--- src/rtl/fft_frame_sequencer_if.sv ---
// rtl/fft_frame_sequencer_if.sv - source, FFT and result streams plus status of the frame sequencer
interface fft_frame_sequencer_if;
  logic        start_in;
  logic [7:0]  src_data_in;
  logic        src_valid_in;
  logic        src_last_in;
  logic        src_ready_out;
  logic [31:0] fft_tdata_out;
  logic        fft_tvalid_out;
  logic        fft_tlast_out;
  logic        fft_tready_in;
  logic        res_tvalid_in;
  logic        res_tready_in;
  logic        res_tlast_in;
  logic [7:0]  frames_out;
  logic        busy_out;
  logic        done_out;
  logic        trunc_out;

  // master is the sequencer itself; slave is the recorder/FFT/detector side
  modport master (
    input  start_in, src_data_in, src_valid_in, src_last_in, fft_tready_in,
           res_tvalid_in, res_tready_in, res_tlast_in,
    output src_ready_out, fft_tdata_out, fft_tvalid_out, fft_tlast_out,
           frames_out, busy_out, done_out, trunc_out
  );

  modport slave (
    output start_in, src_data_in, src_valid_in, src_last_in, fft_tready_in,
           res_tvalid_in, res_tready_in, res_tlast_in,
    input  src_ready_out, fft_tdata_out, fft_tvalid_out, fft_tlast_out,
           frames_out, busy_out, done_out, trunc_out
  );
endinterface

--- src/rtl/fft_frame_sequencer.sv ---
// rtl/fft_frame_sequencer.sv - cuts recorded samples into zero-padded FFT frames and tracks result drain
module fft_frame_sequencer #(
  parameter int FRAME_LEN  = 1024,
  parameter int MAX_FRAMES = 16
) (
  input logic                   clk_in,
  input logic                   rst_in,
  fft_frame_sequencer_if.master bus
);
  localparam int             IW          = $clog2(FRAME_LEN);
  localparam logic [IW-1:0]  LAST_IDX    = IW'(FRAME_LEN - 1);
  localparam logic [7:0]     FINAL_FRAME = 8'(MAX_FRAMES - 1);

  typedef enum logic [1:0] {IDLE, FILL, PAD, DRAIN} state_t;

  state_t        state;
  logic [IW-1:0] idx;
  logic [7:0]    res_cnt;
  logic [7:0]    res_next;
  logic [7:0]    frames_inc;
  logic          load_ok;
  logic          src_take;
  logic          at_last;
  logic          res_last_hs;

  assign load_ok           = !bus.fft_tvalid_out || bus.fft_tready_in;
  assign bus.src_ready_out = (state == FILL) && load_ok;
  assign src_take          = bus.src_ready_out && bus.src_valid_in;
  assign at_last           = (idx == LAST_IDX);
  assign res_last_hs       = bus.res_tvalid_in && bus.res_tready_in && bus.res_tlast_in;
  assign res_next          = res_cnt + {7'd0, res_last_hs};
  assign frames_inc        = bus.frames_out + {7'd0, bus.frames_out != 8'hFF};

  always_ff @(posedge clk_in or negedge rst_in) begin
    if (!rst_in) begin
      state              <= IDLE;
      idx                <= '0;
      res_cnt            <= '0;
      bus.fft_tdata_out  <= '0;
      bus.fft_tvalid_out <= 1'b0;
      bus.fft_tlast_out  <= 1'b0;
      bus.frames_out     <= '0;
      bus.busy_out       <= 1'b0;
      bus.done_out       <= 1'b0;
      bus.trunc_out      <= 1'b0;
    end else begin
      bus.done_out <= 1'b0;
      // an accepted or empty register drops valid unless a new beat is loaded below
      if (load_ok) begin
        bus.fft_tvalid_out <= 1'b0;
        bus.fft_tlast_out  <= 1'b0;
      end
      if (state != IDLE) begin
        res_cnt <= res_next;
      end

      case (state)
        IDLE: begin
          if (bus.start_in) begin
            idx            <= '0;
            res_cnt        <= '0;
            bus.frames_out <= '0;
            bus.trunc_out  <= 1'b0;
            bus.busy_out   <= 1'b1;
            state          <= FILL;
          end
        end
        FILL: begin
          if (src_take) begin
            bus.fft_tdata_out  <= {16'h0000, bus.src_data_in, 8'h00};
            bus.fft_tvalid_out <= 1'b1;
            bus.fft_tlast_out  <= at_last;
            idx                <= idx + 1'b1;
            if (at_last) begin
              bus.frames_out <= frames_inc;
            end
            if (bus.src_last_in) begin
              state <= at_last ? DRAIN : PAD;
            end else if (at_last && bus.frames_out == FINAL_FRAME) begin
              bus.trunc_out <= 1'b1;
              state         <= DRAIN;
            end
          end
        end
        PAD: begin
          if (load_ok) begin
            bus.fft_tdata_out  <= '0;
            bus.fft_tvalid_out <= 1'b1;
            bus.fft_tlast_out  <= at_last;
            idx                <= idx + 1'b1;
            if (at_last) begin
              bus.frames_out <= frames_inc;
              state          <= DRAIN;
            end
          end
        end
        DRAIN: begin
          // look at next-cycle values so done follows the final handshake by one cycle
          if (res_next == bus.frames_out && load_ok) begin
            bus.done_out <= 1'b1;
            bus.busy_out <= 1'b0;
            state        <= IDLE;
          end
        end
        default: state <= IDLE;
      endcase
    end
  end
endmodule

--- src/flat_wrapper.sv ---
// flat-port wrapper written by rule: the top's interface ports become plain ports
module fft_frame_sequencer_flat 
#(
  parameter int FRAME_LEN  = 1024,
  parameter int MAX_FRAMES = 16
)
  (clk_in, rst_in, bus_start_in, bus_src_data_in, bus_src_valid_in, bus_src_last_in, bus_fft_tready_in, bus_res_tvalid_in, bus_res_tready_in, bus_res_tlast_in, bus_src_ready_out, bus_fft_tdata_out, bus_fft_tvalid_out, bus_fft_tlast_out, bus_frames_out, bus_busy_out, bus_done_out, bus_trunc_out);
  fft_frame_sequencer_if bus_i ();
  input logic clk_in;
  input logic rst_in;
  input wire logic [$bits(bus_i.start_in)-1:0] bus_start_in;
  input wire logic [$bits(bus_i.src_data_in)-1:0] bus_src_data_in;
  input wire logic [$bits(bus_i.src_valid_in)-1:0] bus_src_valid_in;
  input wire logic [$bits(bus_i.src_last_in)-1:0] bus_src_last_in;
  input wire logic [$bits(bus_i.fft_tready_in)-1:0] bus_fft_tready_in;
  input wire logic [$bits(bus_i.res_tvalid_in)-1:0] bus_res_tvalid_in;
  input wire logic [$bits(bus_i.res_tready_in)-1:0] bus_res_tready_in;
  input wire logic [$bits(bus_i.res_tlast_in)-1:0] bus_res_tlast_in;
  output wire logic [$bits(bus_i.src_ready_out)-1:0] bus_src_ready_out;
  output wire logic [$bits(bus_i.fft_tdata_out)-1:0] bus_fft_tdata_out;
  output wire logic [$bits(bus_i.fft_tvalid_out)-1:0] bus_fft_tvalid_out;
  output wire logic [$bits(bus_i.fft_tlast_out)-1:0] bus_fft_tlast_out;
  output wire logic [$bits(bus_i.frames_out)-1:0] bus_frames_out;
  output wire logic [$bits(bus_i.busy_out)-1:0] bus_busy_out;
  output wire logic [$bits(bus_i.done_out)-1:0] bus_done_out;
  output wire logic [$bits(bus_i.trunc_out)-1:0] bus_trunc_out;
  assign bus_i.start_in = bus_start_in;
  assign bus_i.src_data_in = bus_src_data_in;
  assign bus_i.src_valid_in = bus_src_valid_in;
  assign bus_i.src_last_in = bus_src_last_in;
  assign bus_i.fft_tready_in = bus_fft_tready_in;
  assign bus_i.res_tvalid_in = bus_res_tvalid_in;
  assign bus_i.res_tready_in = bus_res_tready_in;
  assign bus_i.res_tlast_in = bus_res_tlast_in;
  assign bus_src_ready_out = bus_i.src_ready_out;
  assign bus_fft_tdata_out = bus_i.fft_tdata_out;
  assign bus_fft_tvalid_out = bus_i.fft_tvalid_out;
  assign bus_fft_tlast_out = bus_i.fft_tlast_out;
  assign bus_frames_out = bus_i.frames_out;
  assign bus_busy_out = bus_i.busy_out;
  assign bus_done_out = bus_i.done_out;
  assign bus_trunc_out = bus_i.trunc_out;
  fft_frame_sequencer #(.FRAME_LEN(FRAME_LEN), .MAX_FRAMES(MAX_FRAMES)) u_core (.clk_in(clk_in), .rst_in(rst_in), .bus(bus_i));
endmodule
--- config.mk ---
export PLATFORM = sky130hd
export DESIGN_NAME = fft_frame_sequencer_flat
export DESIGN_NICKNAME = d
export VERILOG_FILES = /design/src/rtl/fft_frame_sequencer_if.sv /design/src/rtl/fft_frame_sequencer.sv /design/src/flat_wrapper.sv
export SDC_FILE = /design/constraint.sdc
export NUM_CORES = 1
export LEC_CHECK = 0
export ABC_CLOCK_PERIOD_IN_PS = 2400
export CAP_MARGIN = 20
export CORE_ASPECT_RATIO = 1.4
export CORE_MARGIN = 1.5
export CORE_UTILIZATION = 45
export DETAILED_ROUTE_END_ITERATION = 6
export GPL_TIMING_DRIVEN = 1
export PLACE_DENSITY = 0.72
export RECOVER_POWER = 100
export SKIP_CTS_REPAIR_TIMING = 1
export SYNTH_ARGS = -nofsm -noshare
export SYNTH_HDL_FRONTEND = slang
export SYNTH_SLANG_ARGS = --single-unit
--- constraint.sdc ---
create_clock -name clk_in -period 2.4 [get_ports clk_in]
set_input_delay 0.72 -clock clk_in [delete_from_list [all_inputs] [get_ports clk_in]]
set_output_delay 0.72 -clock clk_in [all_outputs]
set_load 0.005 [all_outputs]
==> results.yml, run 1 <==
sta:
  hold_viol: 0
  fin_crit_sh: 0.983
  fmax_mhz: 424
  finalMaxSlewViolations: 0
  clock-skew-final_ns: 0.00695
  slew_headroom: 0.238
  setup_violations: 0
  layout_setup_ws_ns: 0.0408
  fin_crit_ns: 2.36
  max_slew.worst_pin.slew_ns: 1.14
synth:
  avgSynthCellArea_um2: 8.79
  synthFlopType: "dfrtp_1"
  synth_top_cell_by_area: "dfrtp_1"
  synth_cells: 321
  synthArstFlopShare: 1.00
  syn_area_mm2: 0.00282
  ys_seq_elements: 41
  synth_seq_area_share: 0.364
  yosys.area.top_type_share: 0.364
  yosysWarnings: 0
  synth_edf_count: 0
  synth_cell_types: 52
  synth_area_leaders: "dfrtp_1 36%, buf_4 7.2%, ha_1 4.4%"
critical_path:
  required_ns: 2.59
  worstRegToRegCells: 8
  critPathArrivalTime_ns: 2.55
  worst_setup_path_end_kind: "register"
  crit_type: "in -> reg"
  cp-start-kind: "input port"
  cp_max_fo: 3
layout:
  layout_commonest_cell: "dfrtp_1"
  multi_input_area_mm2: 0.00168
  seq_area_mm2: 0.00103
  drive_gt1_frac: 0.173
  synthToLayoutAreaGrowth_pct: 28.5
  nets: 408
  layout_common_cells: "41 x dfrtp_1, 29 x nand2_1, 24 x o21ai_0, 24 x conb_1, 24 x buf_4"
  n_antenna_cell: 0
  fillCellCount: 537
floorplanning:
  core_mm2: 0.00595
  dieArea_mm2: 0.00676
  initial_utilization: 0.474
  rows: 33
  fp.dieW_um: 69.9
  io_pins: 63
  die_h_um: 96.7
grt:
  antenna_found_initial: 0
  grtUsageMet2: 0.371
  grt.busiest_layer: "met2"
  grt_max_degree: 21
  grt_usage: 0.205
  grt_pass1_vias: 2446
  use_met1: 0.228
  grt_overflow: 0
  grt_use_met3: 0.0323
  grt_pass1_wl_um: 11300
clocking:
  root_buffer: "clkbuf_8"
  clock_path_buffers: 2
  clk-insertion-delay-late_ns: 0.30
  clkTransAtPathRegs_ns: 0.09
  clkSinkCount: 41
  cts_buffers: 5
  tritoncts: "built"
  htree_levels: 2
pwr:
  power_frac_clock: 0.191
  p_seq_frac: 0.298
  p_per_area_mw_per_mm2: 976
  p_int_mw: 2.11
  power_switching_mw: 1.43
  combPwrFrac: 0.511
  vdd_drop_max_mv: 0.565
  fin_total_pwr_mw: 3.54
  leakagePower_nw: 1.67
  switching_share: 0.404
route:
  drc: 0
  routed_wl_um: 7000
  final_antenna_net_count: 0
  first_iter_violations: 170
  via_count: 2548
  vias_per_cell: 5.64
  wl_per_cell_um: 15.5
  first_pass_iters: 4
min_path:
  worstHoldPathType: "reg -> reg"
  hold-path-cell-count: 2
placed_design:
  gp_congestion: 0.924
  place_ws_ns: -0.589
  dp_hpwl_um: 5150
  port_buffers: 38
outcome:
  run_status: "finished clean"
flow_run:
  max_cap_violations: 0
==> final timing paths <==
kind / from / end / slack, ns
setup / recovery: bus_res_tready_in / u_core.state[1]$_DFFE_PN0P_ / 0.04
hold / removal: u_core.bus.fft_tdata_out[8]$_DFFE_PN0P_ / u_core.bus.fft_tdata_out[8]$_DFFE_PN0P_ / 0.51
setup reg to reg: u_core.state[1]$_DFFE_PN0P_ / u_core.bus.frames_out[6]$_DFFE_PN0P_ / 0.17
hold reg to reg: u_core.bus.fft_tdata_out[8]$_DFFE_PN0P_ / u_core.bus.fft_tdata_out[8]$_DFFE_PN0P_ / 0.51
max in group asynchronous: rst_in / u_core.idx[2]$_DFFE_PN0P_ / 0.67
min in group asynchronous: rst_in / u_core.bus.done_out$_DFF_PN0_ / 0.62
==> power groups by stage <==
stage	Combinational (mW)	Sequential [mW]	Clock, mW
finish	1.81	1.05	0.676
floorplan	1.08	0.984	0
detailed placement	1.72	1.05	0
CTS	1.72	1.04	0.690
global route	1.99	1.08	0.712
global placement	1.69	1.04	0
==> cells in the mapped netlist, types with 2 or more instances <==
cell type	n
nand2_1	30
a21oi_1	9
xor2_1	9
dfrtp_1	41
nand2b_1	2
a31oi_1	2
and4_1	3
xnor2_1	6
o41ai_1	8
o31ai_1	4
nand4_1	5
a22o_1	7
nor2b_1	5
nand3_1	14
a21o_1	5
clkbuf_1	14
a22oi_1	3
nor2_1	10
or2_2	2
inv_1	17
buf_2	3
o21ai_1	2
o21ai_0	24
ha_1	10
nor3_1	7
o22ai_1	5
a211oi_1	3
nand3b_1	2
buf_4	27
mux2i_1	8
and3_1	6
or3_1	4
and2_1	3
o2111ai_1	3
==> flip-flops by register name, indices dropped and copies added, names as in the netlist <==
signal / cells
u_core.bus.fft_tdata_out: 8
u_core.idx: 10
u_core.state: 2
u_core.bus.fft_tlast_out: 1
u_core.bus.trunc_out: 1
u_core.bus.done_out: 1
u_core.bus.frames_out: 8
u_core.bus.fft_tvalid_out: 1
u_core.bus.busy_out: 1
u_core.res_cnt: 8
==> through the flow <==
stage / util / cells / setup TNS [ns] / cell area [um^2] / hold WS [ns]
finish: 0.610 / 452 / 0 / 3620 / 0.507
floorplan: - / 344 / 0 / 2910 / 0.424
detailed placement: 0.564 / 442 / -5.94 / 3350 / 0.497
global placement: 0.564 / 442 / -4.92 / 3350 / 0.476
global route: 0.610 / 452 / -0.00104 / 3620 / 0.542
CTS: 0.587 / 450 / -1.13 / 3490 / 0.379
==> routing by layer <==
| layer | routed length, um | part of all wire |
|---|---|---|
| met5 | 0 | 0 |
| met4 | 287 | 0.041 |
| met3 | 218 | 0.031 |
| met2 | 3750 | 0.54 |
| met1 | 2750 | 0.39 |
==> cells by family (layout without fill, tap and decap cells) <==
logic type,count (synthesis),count (layout),synth area share
flip-flops,41,41,0.364
XOR/XNOR,15,15,0.0466
multiplexers,8,8,0.0284
AND/OR/NAND/NOR,100,100,0.189
adder cells (fa/ha/maj),10,10,0.0444
other,1,24,0.00133
buffers and inverters,62,100,0.122
AO/OA/AOI/OAI,84,84,0.205
==> layout make-up <==
type / instances / area share
clock inverters: 3 / 0.0190
inverters: 17 / 0.0176
well taps: 70 / 0.0242
multi-input cells: 241 / 0.465
clock buffers: 5 / 0.0190
repair buffers: 75 / 0.173
flip-flops and latches: 41 / 0.283
==> critical path, stage by stage <==
cell and delay, ns:
dlymetal6s2s_1 0.12, and3_4 0.20, ha_4 0.19, xnor2_4 0.15, xnor2_2 0.17, a2111oi_4 0.44
o2111a_1 0.29, a21oi_1 0.08, a31o_1 0.19
(Power assumes the default switching activity.)
==> run 2, diff against run 1 <==
--- a/config.mk
+++ b/config.mk
@@ -11,8 +11,9 @@
 export CORE_MARGIN = 1.5
 export CORE_UTILIZATION = 45
 export DETAILED_ROUTE_END_ITERATION = 6
+export DONT_BUFFER_PORTS = 1
 export GPL_TIMING_DRIVEN = 1
-export PLACE_DENSITY = 0.72
+export PLACE_DENSITY = 0.59
 export RECOVER_POWER = 100
 export SKIP_CTS_REPAIR_TIMING = 1
 export SYNTH_ARGS = -nofsm -noshare
==> run 2 against run 1 <==
  * Sequential power about the same
  * Hold slack worse by 0.40 ns
  * Clock power down 0.9%
  * Clock skew down 0.00096 ns
  * Die area unchanged
  * Global-route usage down 0.23 points
  * First-iteration DRC count down 49%
  * Total power down 13%
  * Utilization down 10 points
  * Wire length down 6.2%
  * Worst setup slack better by 0.14 ns
  * Flip-flop and latch count unchanged
==> results.yml, run 2 (same netlist as run 1, synthesis figures left out) <==
floorplanning:
  core_mm2: 0.00595
  initial_utilization: 0.474
  dieArea_mm2: 0.00676
  io_pins: 63
  die_h_um: 96.7
  fp.dieW_um: 69.9
  rows: 33
flow_run:
  max_cap_violations: 0
route:
  drc: 0
  routed_wl_um: 6560
  first_pass_iters: 4
  final_antenna_net_count: 0
  wl_per_cell_um: 16.2
  first_iter_violations: 86
  via_count: 2327
  vias_per_cell: 5.76
critical_path:
  cp_cell_sequence: "and3_1, ha_1, xnor2_1, xnor2_1, a2111oi_2, o2111ai_1, o21ai_1, a31oi_1"
  timing.critical_path.mode_cell: "xnor2_1"
  required_ns: 2.58
  r2r-end: "u_core.bus.frames_out[6]$_DFFE_PN0P_"
  max_stage_delay_ns: 0.39
  cp-start-kind: "input port"
  worstRegToRegCells: 7
  cp_max_fo: 3
  worst_setup_path_end_kind: "register"
  crit_type: "in -> reg"
  r2r_slack_ns: 0.20
  critPathArrivalTime_ns: 2.40
  critical-path-slowest-cell: "a2111oi_2"
  r2r_start: "u_core.state[0]$_DFFE_PN0P_"
clocking:
  clkSinkCount: 41
  htree_levels: 2
  cts_buffers: 5
  clk-insertion-delay-late_ns: 0.30
  tritoncts: "built"
  root_buffer: "clkbuf_8"
  clock_path_buffers: 2
  clkTransAtPathRegs_ns: 0.09
placed_design:
  place_ws_ns: -0.120
  dp.cells: 396
  port_buffers: 0
  gp_congestion: 0.862
  dp_hpwl_um: 4930
layout:
  largest_reg_flops: 10
  multi_input_area_mm2: 0.00154
  synthToLayoutAreaGrowth_pct: 6.74
  nets: 360
  layout_commonest_cell: "dfrtp_1"
  largest-register: "u_core.idx"
  n_antenna_cell: 0
  layout_common_cells: "41 x dfrtp_1, 30 x nand2_1, 24 x o21ai_0, 24 x conb_1, 17 x inv_1"
  drive_gt1_frac: 0.0928
  layout.cells.non_filler: 404
  seq_area_mm2: 0.00103
  fillCellCount: 595
pwr:
  leakagePower_nw: 1.37
  vdd_drop_max_mv: 0.434
  p_per_area_mw_per_mm2: 1020
sta:
  setup_violations: 0
  fin_crit_ns: 2.21
  clock-skew-final_ns: 0.00599
  slew_headroom: 0.509
  hold_viol: 0
  rsz0062_at_grt: "false"
  fin_crit_sh: 0.923
  max_slew.worst_pin.slew_ns: 0.736
  fmax_mhz: 452
  layout_setup_ws_ns: 0.185
  finalMaxSlewViolations: 0
grt:
  grt_usage: 0.202
  antenna_found_initial: 0
  grt_pass1_vias: 2366
  grt_pass1_wl_um: 11200
  grt_max_degree: 42
  grt_overflow: 0
min_path:
  worstHoldPathType: "in -> async"
outcome:
  run_status: "finished clean"
run 2: worst max path at each step:
| stage | cells past startpoint | from | slack, ns | to |
|---|---|---|---|---|
| after floorplan | 8 | bus_res_tlast_in | 0.01 | u_core.state[1]$_DFFE_PN0P_ |
| after global placement | 8 | bus_res_tlast_in | -0.09 | u_core.state[0]$_DFFE_PN0P_ |
| after detailed placement | 8 | bus_res_tlast_in | -0.12 | u_core.state[0]$_DFFE_PN0P_ |
| after CTS | 7 | u_core.state[0]$_DFFE_PN0P_ | 0.15 | u_core.idx[9]$_DFFE_PN0P_ |
| after global routing | 9 | u_core.state[1]$_DFFE_PN0P_ | 0.05 | u_core.idx[6]$_DFFE_PN0P_ |
| final | 8 | bus_res_tlast_in | 0.19 | u_core.state[0]$_DFFE_PN0P_ |
run 2: report_power, final:
part	switching (mW)	leakage, nW	internal (mW)
Combinational	0.848	0.755	0.518
Sequential	0.179	0.545	0.862
Clock	0.257	0.0681	0.413
Total	1.28	1.37	1.79
run 2: area by class of cell:
cell class                 instances  share of cell area
multi-input combinational        241               0.512
sequential                        41               0.341
timing repair buffer              27              0.0528
tap                               70              0.0291
clock buffer                       5              0.0229
clock inverter                     3              0.0216
inverter                          17              0.0212
run 2: through the flow:
stage / hold WS (ns) / TNS, ns / util / area [um^2] / total power, mW
floorplan: 0.424 / 0 / - / 2910 / 2.06
global placement: 0.425 / -0.250 / 0.490 / 2920 / 2.43
detailed placement: 0.425 / -0.338 / 0.490 / 2920 / 2.46
CTS: 0.0974 / 0 / 0.513 / 3050 / 3.14
global route: 0.0919 / 0 / 0.506 / 3010 / 3.31
finish: 0.102 / 0 / 0.506 / 3010 / 3.08
run 2: routing by layer:
layer | up-vias | routed length (um) | global-route usage
li1 | 1132 | - | -
met1 | 1126 | 2680 | 0.230
met2 | 57 | 3510 | 0.367
met3 | 12 | 213 | 0.0375
met4 | 0 | 150 | 0.0799
met5 | - | 0 | 0
run 2: critical path: cells and delay by family:
family / cells / cell delay [ns]
fa+ha+maj: 1 / 0.22
xor+xnor: 2 / 0.33
compound gates: 4 / 0.96
simple gates: 1 / 0.17
==> run 3, diff against run 2 <==
--- a/config.mk
+++ b/config.mk
@@ -16,6 +16,7 @@
 export PLACE_DENSITY = 0.59
 export RECOVER_POWER = 100
 export SKIP_CTS_REPAIR_TIMING = 1
+export SLEW_MARGIN = 20
 export SYNTH_ARGS = -nofsm -noshare
 export SYNTH_HDL_FRONTEND = slang
 export SYNTH_SLANG_ARGS = --single-unit
==> results of run 3 <==
Final layout, timing and power as in run 2 (identical DEF).
